--- config.mk ---
export PLATFORM = sky130hd
export DESIGN_NAME = sw_debounce
export DESIGN_NICKNAME = d
export VERILOG_FILES = /design/src/rtl/sw_pkg.sv /design/src/rtl/sw_debounce_bit.sv /design/src/rtl/sw_debounce.sv
export SDC_FILE = /design/constraint.sdc
export NUM_CORES = 1
export LEC_CHECK = 0
export CAP_MARGIN = 20
export CELL_PAD_IN_SITES_DETAIL_PLACEMENT = 1
export CELL_PAD_IN_SITES_GLOBAL_PLACEMENT = 1
export CORE_MARGIN = 1
export CORE_UTILIZATION = 45
export CTS_CLUSTER_SIZE = 40
export DETAILED_ROUTE_END_ITERATION = 8
export MAX_ROUTING_LAYER = met4
export PLACE_DENSITY = 0.79
export SLEW_MARGIN = 10
export SYNTH_ARGS = -nofsm -noshare
export SYNTH_HDL_FRONTEND = slang
export SYNTH_SLANG_ARGS = --single-unit
export TNS_END_PERCENT = 1
--- constraint.sdc ---
create_clock -name clk -period 2.8 [get_ports clk]
set_input_delay 0.56 -clock clk [delete_from_list [all_inputs] [get_ports clk]]
set_output_delay 0.56 -clock clk [all_outputs]
set_load 0.01 [all_outputs]
--- src/rtl/sw_pkg.sv ---
// -----------------------------------------------------------------------------
// sw_pkg
// Shared constants for the slide-switch conditioning path.
//   SW_WIDTH        : number of board slide switches
//   DB_CNT_MAX_HW   : stable cycles before accepting a level (10 ms at 100 MHz)
//   DB_CNT_MAX_SIM  : short debounce count for simulation
//   SYNC_STAGES_DEF : default synchroniser depth
//   db_cnt_w()      : width of a counter that must hold 0..cnt_max
// No ports (package).
// -----------------------------------------------------------------------------
package sw_pkg;

   localparam int SW_WIDTH        = 16;
   localparam int DB_CNT_MAX_HW   = 1000000;
   localparam int DB_CNT_MAX_SIM  = 4;
   localparam int SYNC_STAGES_DEF = 2;

   function automatic int db_cnt_w(input int cnt_max);
      return $clog2(cnt_max + 1);
   endfunction

endpackage

--- src/rtl/sw_debounce_bit.sv ---
// -----------------------------------------------------------------------------
// sw_debounce_bit
// One switch channel: synchroniser chain -> stability counter -> level register
// with registered one-cycle rise/fall strobes.
// Optional feature macro: SW_DEBOUNCE_TOGGLE_EN adds tgl_o, a level that flips
// on every accepted rising edge.
// Ports:
//   clk    : system clock
//   rst_n  : asynchronous active-low reset, clears every flop
//   sw_i   : raw switch level, asynchronous to clk
//   db_o   : debounced level
//   rise_o : one-cycle pulse when db_o goes 0->1
//   fall_o : one-cycle pulse when db_o goes 1->0
//   tgl_o  : (SW_DEBOUNCE_TOGGLE_EN only) toggle latch driven by rise
// -----------------------------------------------------------------------------
module sw_debounce_bit
   import sw_pkg::*;
#(
   parameter int SYNC_STAGES = SYNC_STAGES_DEF,
   parameter int CNT_MAX     = DB_CNT_MAX_HW
) (
   input  logic clk,
   input  logic rst_n,
   input  logic sw_i,
   output logic db_o,
   output logic rise_o,
   output logic fall_o
`ifdef SW_DEBOUNCE_TOGGLE_EN
  ,output logic tgl_o
`endif
);

   localparam int            CW       = db_cnt_w(CNT_MAX);
   localparam logic [CW-1:0] CNT_LAST = CW'(CNT_MAX - 1);

   logic [SYNC_STAGES-1:0] sync_q;
   logic [CW-1:0]          cnt_q, cnt_d;
   logic                   db_q, db_d;
   logic                   rise_q, rise_d;
   logic                   fall_q, fall_d;
   logic                   s;

   assign s = sync_q[SYNC_STAGES-1];

   // Any cycle where the synchronised input agrees with the accepted level
   // restarts the count, so a bounce anywhere in the window costs a full wait.
   always_comb begin
      cnt_d  = '0;
      db_d   = db_q;
      rise_d = 1'b0;
      fall_d = 1'b0;
      if (s != db_q) begin
         if (cnt_q == CNT_LAST) begin
            db_d   = s;
            rise_d = s;
            fall_d = ~s;
         end else begin
            cnt_d = cnt_q + 1'b1;
         end
      end
   end

   always_ff @(posedge clk or negedge rst_n) begin
      if (!rst_n) begin
         sync_q <= '0;
         cnt_q  <= '0;
         db_q   <= 1'b0;
         rise_q <= 1'b0;
         fall_q <= 1'b0;
      end else begin
         sync_q <= {sync_q[SYNC_STAGES-2:0], sw_i};
         cnt_q  <= cnt_d;
         db_q   <= db_d;
         rise_q <= rise_d;
         fall_q <= fall_d;
      end
   end

   assign db_o   = db_q;
   assign rise_o = rise_q;
   assign fall_o = fall_q;

`ifdef SW_DEBOUNCE_TOGGLE_EN
   logic tgl_q;

   // Flips on the same edge that raises rise_q, so the latch and the strobe
   // change together.
   always_ff @(posedge clk or negedge rst_n) begin
      if (!rst_n) begin
         tgl_q <= 1'b0;
      end else begin
         tgl_q <= tgl_q ^ rise_d;
      end
   end

   assign tgl_o = tgl_q;
`endif

endmodule

--- src/rtl/sw_debounce.sv ---
// -----------------------------------------------------------------------------
// sw_debounce
// Conditions the board slide switches: each of WIDTH inputs is synchronised
// and debounced independently; outputs are a clean level bus plus per-bit
// rise/fall strobes.
// Optional feature macro: SW_DEBOUNCE_TOGGLE_EN adds sw_tgl, a per-bit latch
// that flips on every press.
// Ports:
//   clk     : system clock (100 MHz on board)
//   rst_n   : asynchronous active-low reset
//   sw      : raw switch levels, asynchronous to clk
//   sw_db   : debounced, registered levels
//   sw_rise : one-cycle pulse per bit on 0->1 of sw_db
//   sw_fall : one-cycle pulse per bit on 1->0 of sw_db
//   sw_tgl  : (SW_DEBOUNCE_TOGGLE_EN only) per-bit press toggle, resets to 0
// -----------------------------------------------------------------------------
module sw_debounce
   import sw_pkg::*;
#(
   parameter int WIDTH       = SW_WIDTH,
   parameter int SYNC_STAGES = SYNC_STAGES_DEF,
   parameter int CNT_MAX     = DB_CNT_MAX_HW
) (
   input  logic             clk,
   input  logic             rst_n,
   input  logic [WIDTH-1:0] sw,
   output logic [WIDTH-1:0] sw_db,
   output logic [WIDTH-1:0] sw_rise,
   output logic [WIDTH-1:0] sw_fall
`ifdef SW_DEBOUNCE_TOGGLE_EN
  ,output logic [WIDTH-1:0] sw_tgl
`endif
);

   for (genvar i = 0; i < WIDTH; i++) begin : g_ch
      sw_debounce_bit #(
         .SYNC_STAGES (SYNC_STAGES),
         .CNT_MAX     (CNT_MAX)
      ) u_bit (
         .clk    (clk),
         .rst_n  (rst_n),
         .sw_i   (sw[i]),
         .db_o   (sw_db[i]),
         .rise_o (sw_rise[i]),
         .fall_o (sw_fall[i])
`ifdef SW_DEBOUNCE_TOGGLE_EN
        ,.tgl_o  (sw_tgl[i])
`endif
      );
   end

endmodule

* Word-level counts from Yosys, hierarchy flattened *
Index checks and enable logic that the tools add are counted.

storage, ports and cells
  bits in registers = 400
  input bits = 18
  logic and storage cells = 256

cells by class
  bitwise gates (word level) = 16
  reductions and logical operators = 16
  $add $sub $neg = 16
  eq/ne operators = 32
  multiplexer cells = 96

operators by type and width
  kind                                                              count
  20-bit 2-to-1 mux                                                 32
  20-bit by 1-bit adder with 20-bit output (second input constant)  16
  20-bit == test (second input constant)                            16
  1-bit 2-to-1 mux                                                  64
  2-bit AND reduction                                               16
  1-bit inequality test                                             16
  1-bit inverter                                                    16

* Longest topological paths before layout *
  depth in word-level cells = 3
  mapped depth = 6
  mapped depth without buffers = 5

* By module *
From an unflattened synthesis, not the netlist that was laid out.

unflattened totals
  cell total of the unflattened synthesis = 1856
  area total of the unflattened synthesis = 18778.0 sq um

modules (own cells, without submodules)
  module           cells each  area each (sq um)  times used
  sw_debounce_bit  116         1173.6             16

* Worst setup path after synthesis *
No wires, ideal clock.

  kind = reg-to-reg
  from = reg g_ch[8].u_bit.cnt_q[12]
  to = reg g_ch[8].u_bit.db_q
  period minus slack after synthesis = 2.124 ns
  stages on the path, launching flop included = 5
  path buffers = 0
  data arrival time = 1.998 ns
  setup slack = 0.676 ns
  path through = dfrtp_1 > or4_1 > or4_4 > or2_4 > mux2_4

between the ends
  longest elaborated chain between the ends = 2

ends and longest elaborated chain
  element                        RTL line               text
  start, declared                sw_debounce_bit.sv:37  logic [CW-1:0] cnt_q, cnt_d;
  start signal, assigned         sw_debounce_bit.sv:72  cnt_q <= cnt_d;
  20-bit == test                 sw_debounce_bit.sv:53  if (cnt_q == CNT_LAST) begin
  2-bit AND reduction (no line)  -
  end signal, assigned           sw_debounce_bit.sv:67  db_q <= 1'b0;
  end signal, assigned           sw_debounce_bit.sv:73  db_q <= db_d;
  end, declared                  sw_debounce_bit.sv:38  logic db_q, db_d;

Every way passes these cells.
A chain may end at the register's enable or synchronous reset.

* Worst setup path after layout *
  from = reg g_ch[9].u_bit.cnt_q[7]
  to = reg g_ch[9].u_bit.cnt_q[18]

between the ends
  longest elaborated chain between the ends = 3
  elaborated cells on any way between the ends = 4
  classes of those cells = add/sub (1); eq/ne (1); mux (2)

ends and longest elaborated chain
  element                                                                            RTL line                                      text
  start, declared                                                                    sw_debounce_bit.sv:37
  start signal, assigned                                                             sw_debounce_bit.sv:72
  20-bit by 1-bit adder with 20-bit output / 20-bit == test (equally long branches)  sw_debounce_bit.sv:58, sw_debounce_bit.sv:53
  20-bit 2-to-1 mux *                                                                sw_debounce_bit.sv:53
  20-bit 2-to-1 mux *                                                                sw_debounce_bit.sv:52                         if (s != db_q) begin
  via g_ch[9].u_bit.cnt_d[18]                                                        sw_debounce_bit.sv:37

Mark *: on every way through the listed nets, which the timed path passes. The rest lies on a longest branch.

==> flow_metrics.tcl <==
set metrics [dict create \
    reg2reg_slack_ps 480 \
    violations "DRC" \
    status "complete, but fails checks" \
    cp_cell_sequence "or4b_1 -> or4_1 -> o21ai_2 -> buf_4 -> a21oi_1" \
    path_max_fanout 12 \
    drive_above_1_share_pct 8.01 \
    yosysUniqueCellTypes 49 \
    grt_start_max_net_pins 71 \
    synth_warnings 0 \
    dr.pass1.iters 9 \
    rr_worst_depth 5 \
    crit_type "register to register" \
    grt_setup_unrepaired "false" \
    start_util_pct 46.0 \
    clkSlewWorstSetupHoldPaths_ps 60 \
    core_mm2 0.0411 \
    maxUsedRoutingLayer "met4" \
    netlist.area_leader.share_pct 52.9 \
    avgSynthCellArea_um2 10.2 \
    cp.buffers_inverters 1 \
    synth.most_common_cell "dfrtp_1" \
    die_y_um 207 \
    slew_headroom_pct 51.5 \
    ir_drop_mv 0.425 \
    route.detailed.drc 1 \
    num_vias 14003 \
    async_flop_share_pct 100 \
    area_delta_synth_final_pct 14.5 \
    path_delay_family "simple AND/OR/NAND/NOR gates" \
    placed_area_mm2 0.0200 \
    synth_edf_count 0 \
    io_buffers 65 \
    die_w_um 207 \
    worst_path_largest_cell_delay_ps 560 \
    wl_per_cell_um 16.9 \
    nFillCells 4511 \
    worstHoldPathCells 0 \
    slew_viol_final 0 \
    clockBufferDepth 3 \
    hold_viol 0 \
    stdcell_area_mm2 0.0217 \
    clkSinkCount 400 \
    antenna_found_initial 0 \
    p_leak_nw 8.67 \
    antennaDiodeCount 0 \
    cts-root-buf "clkbuf_16" \
    finalCritPeriodShare_pct 83.0 \
    synthTopCellsByArea "dfrtp_1, xnor2_1, nor2_1" \
    numCtsBuffers 45 \
    syn_area_mm2 0.0189 \
    h-tree-depth 2 \
    final_nets 1958 \
    io_pins 66 \
    ys_seq_area_share_pct 52.9 \
    synth_ff_type "dfrtp_1" \
    synth_nets 1893 \
    cp_slowest_cell "or4_1" \
    tns_ps 0 \
    min_period_ps 2320 \
    worstMarginPinSlew_ps 720 \
    seqCellArea_mm2 0.0100 \
    max_freq_mhz 430 \
    setup_viol 0 \
    first_global_vias 15292 \
    wl_met3_um 981 \
    hp-class "register to register" \
    place.gp.congestion 0.807 \
    dp_hpwl_mm 28.1 \
    cts_tree "built" \
    cp_num_cells 5 \
    yosys-top-cells-count "dfrtp_1, nor2_1, xnor2_1" \
    die-area_mm2 0.0429 \
    wl_met2_mm 21.4 \
    start_kind "register" \
    required_ps 3230 \
    viasPerCell 5.62 \
    arrival_ps 2750 \
    wl_met1_mm 19.1 \
    track_usage_pct 21.1 \
    yosys.area.top_type "dfrtp_1" \
    fin_worst_skew_ps 15.0 \
    grt_pass1_wl_mm 74.8 \
    synth_seq_cells 400 \
    core.rowCount 74 \
    drt-initial-drc-count 687 \
    multiInputGateArea_mm2 0.00819 \
    clock_latency_ps 570 \
    gr-total-overflow 0 \
    powerDensity_mw_per_mm2 585 \
    cts_setup_buffers 0 \
    end_kind "register" \
    cap_violations 0 \
    wl_mm 42.2 \
    power_w 0.0127 \
    antenna_left 0 \
    syn-instance-count 1859 \
]
==> sequential cells by signal (all words and copies together) (netlist names) <==
signal             count
g_ch.u_bit.fall_o     16
g_ch.u_bit.db_o       16
g_ch.u_bit.sync_q     32
g_ch.u_bit.cnt_q     320
g_ch.u_bit.rise_o     16
==> routing by layer <==
metal | track usage [%] | vias to the layer above
li1 | - | 6696
met1 | 26.4 | 7124
met2 | 35.8 | 121
met3 | 2.79 | 62
met4 | 5.82 | 0
met5 | - | -
==> through the flow <==
step | hold WS (ps) | setup WS (ps) | instances | util, %
2_1_floorplan | 264 | 676 | 1859 | -
3_3_place_gp | 332 | 610 | 2408 | 48.7
3_5_place_dp | 336 | 487 | 2408 | 48.7
4_1_cts | 350 | 462 | 2491 | 52.7
5_1_grt | 355 | 317 | 2491 | 52.7
6_report | 347 | 477 | 2491 | 52.7
==> layout by cell type (no fill, tap or decap), types with 45 or more instances in the layout <==
master	n
a21oi_1	82
and3_1	51
clkbuf_16	47
clkdlybuf4s50_1	64
dfrtp_1	400
inv_1	53
nand2_1	86
nand3_1	121
nand4_1	62
nor2_1	251
nor3_1	48
nor4_1	48
o21ai_0	45
or3_1	46
or4_1	58
xnor2_1	135
xor2_1	80
==> cells by family after synthesis <==
kind of cell               Yosys count  synth area share, %
and+or+nand+nor                    885                 25.1
adders and majority gates           16                 1.06
xor gates and xnor gates           215                 9.95
DFF                                400                 52.9
buffers and inverters              137                 3.81
AOI/OAI and AO/OA                  186                 6.04
muxes                               20                 1.18
==> where the power goes <==
part	total, W	internal [W]	leakage (nW)	switching [W]
registers	0.00594	0.00586	5.48	0.0000820
clock network	0.00635	0.00396	0.803	0.00238
logic	0.000378	0.000128	2.39	0.000250
total	0.0127	0.00995	8.67	0.00272
==> repair_timing <==
action,4_1_cts,5_1_grt
endpoints found under the hold margin,57,0
gates resized for setup,0,0
hold buffers,1,0
==> worst paths after layout <==
path	to	from
min reg2reg	g_ch[10].u_bit.sync_q[1]	g_ch[10].u_bit.sync_q[0]
min	g_ch[10].u_bit.sync_q[1]	g_ch[10].u_bit.sync_q[0]
min in group asynchronous	g_ch[5].u_bit.cnt_q[7]	rst_n
max	g_ch[9].u_bit.cnt_q[18]	g_ch[9].u_bit.cnt_q[7]
max in group asynchronous	g_ch[1].u_bit.rise_o	rst_n
max reg2reg	g_ch[9].u_bit.cnt_q[18]	g_ch[9].u_bit.cnt_q[7]
==> worst reg2reg max path, stage by stage, from the launching register on <==
cell	delay (ps)
dfrtp_1	420
or4b_1	530
or4_1	560
o21ai_2	360
buf_4	260
a21oi_1	70
==> layout make-up <==
class / count / share of cell area (%)
flip-flops and latches: 400 / 46.2
clock buffers: 66 / 6.36
repair buffers: 102 / 4.55
multi-input cells: 1322 / 37.8
well taps: 532 / 3.07
inverters: 53 / 0.918
clock inverters: 16 / 1.12
Power figures use the tool's default switching activity.
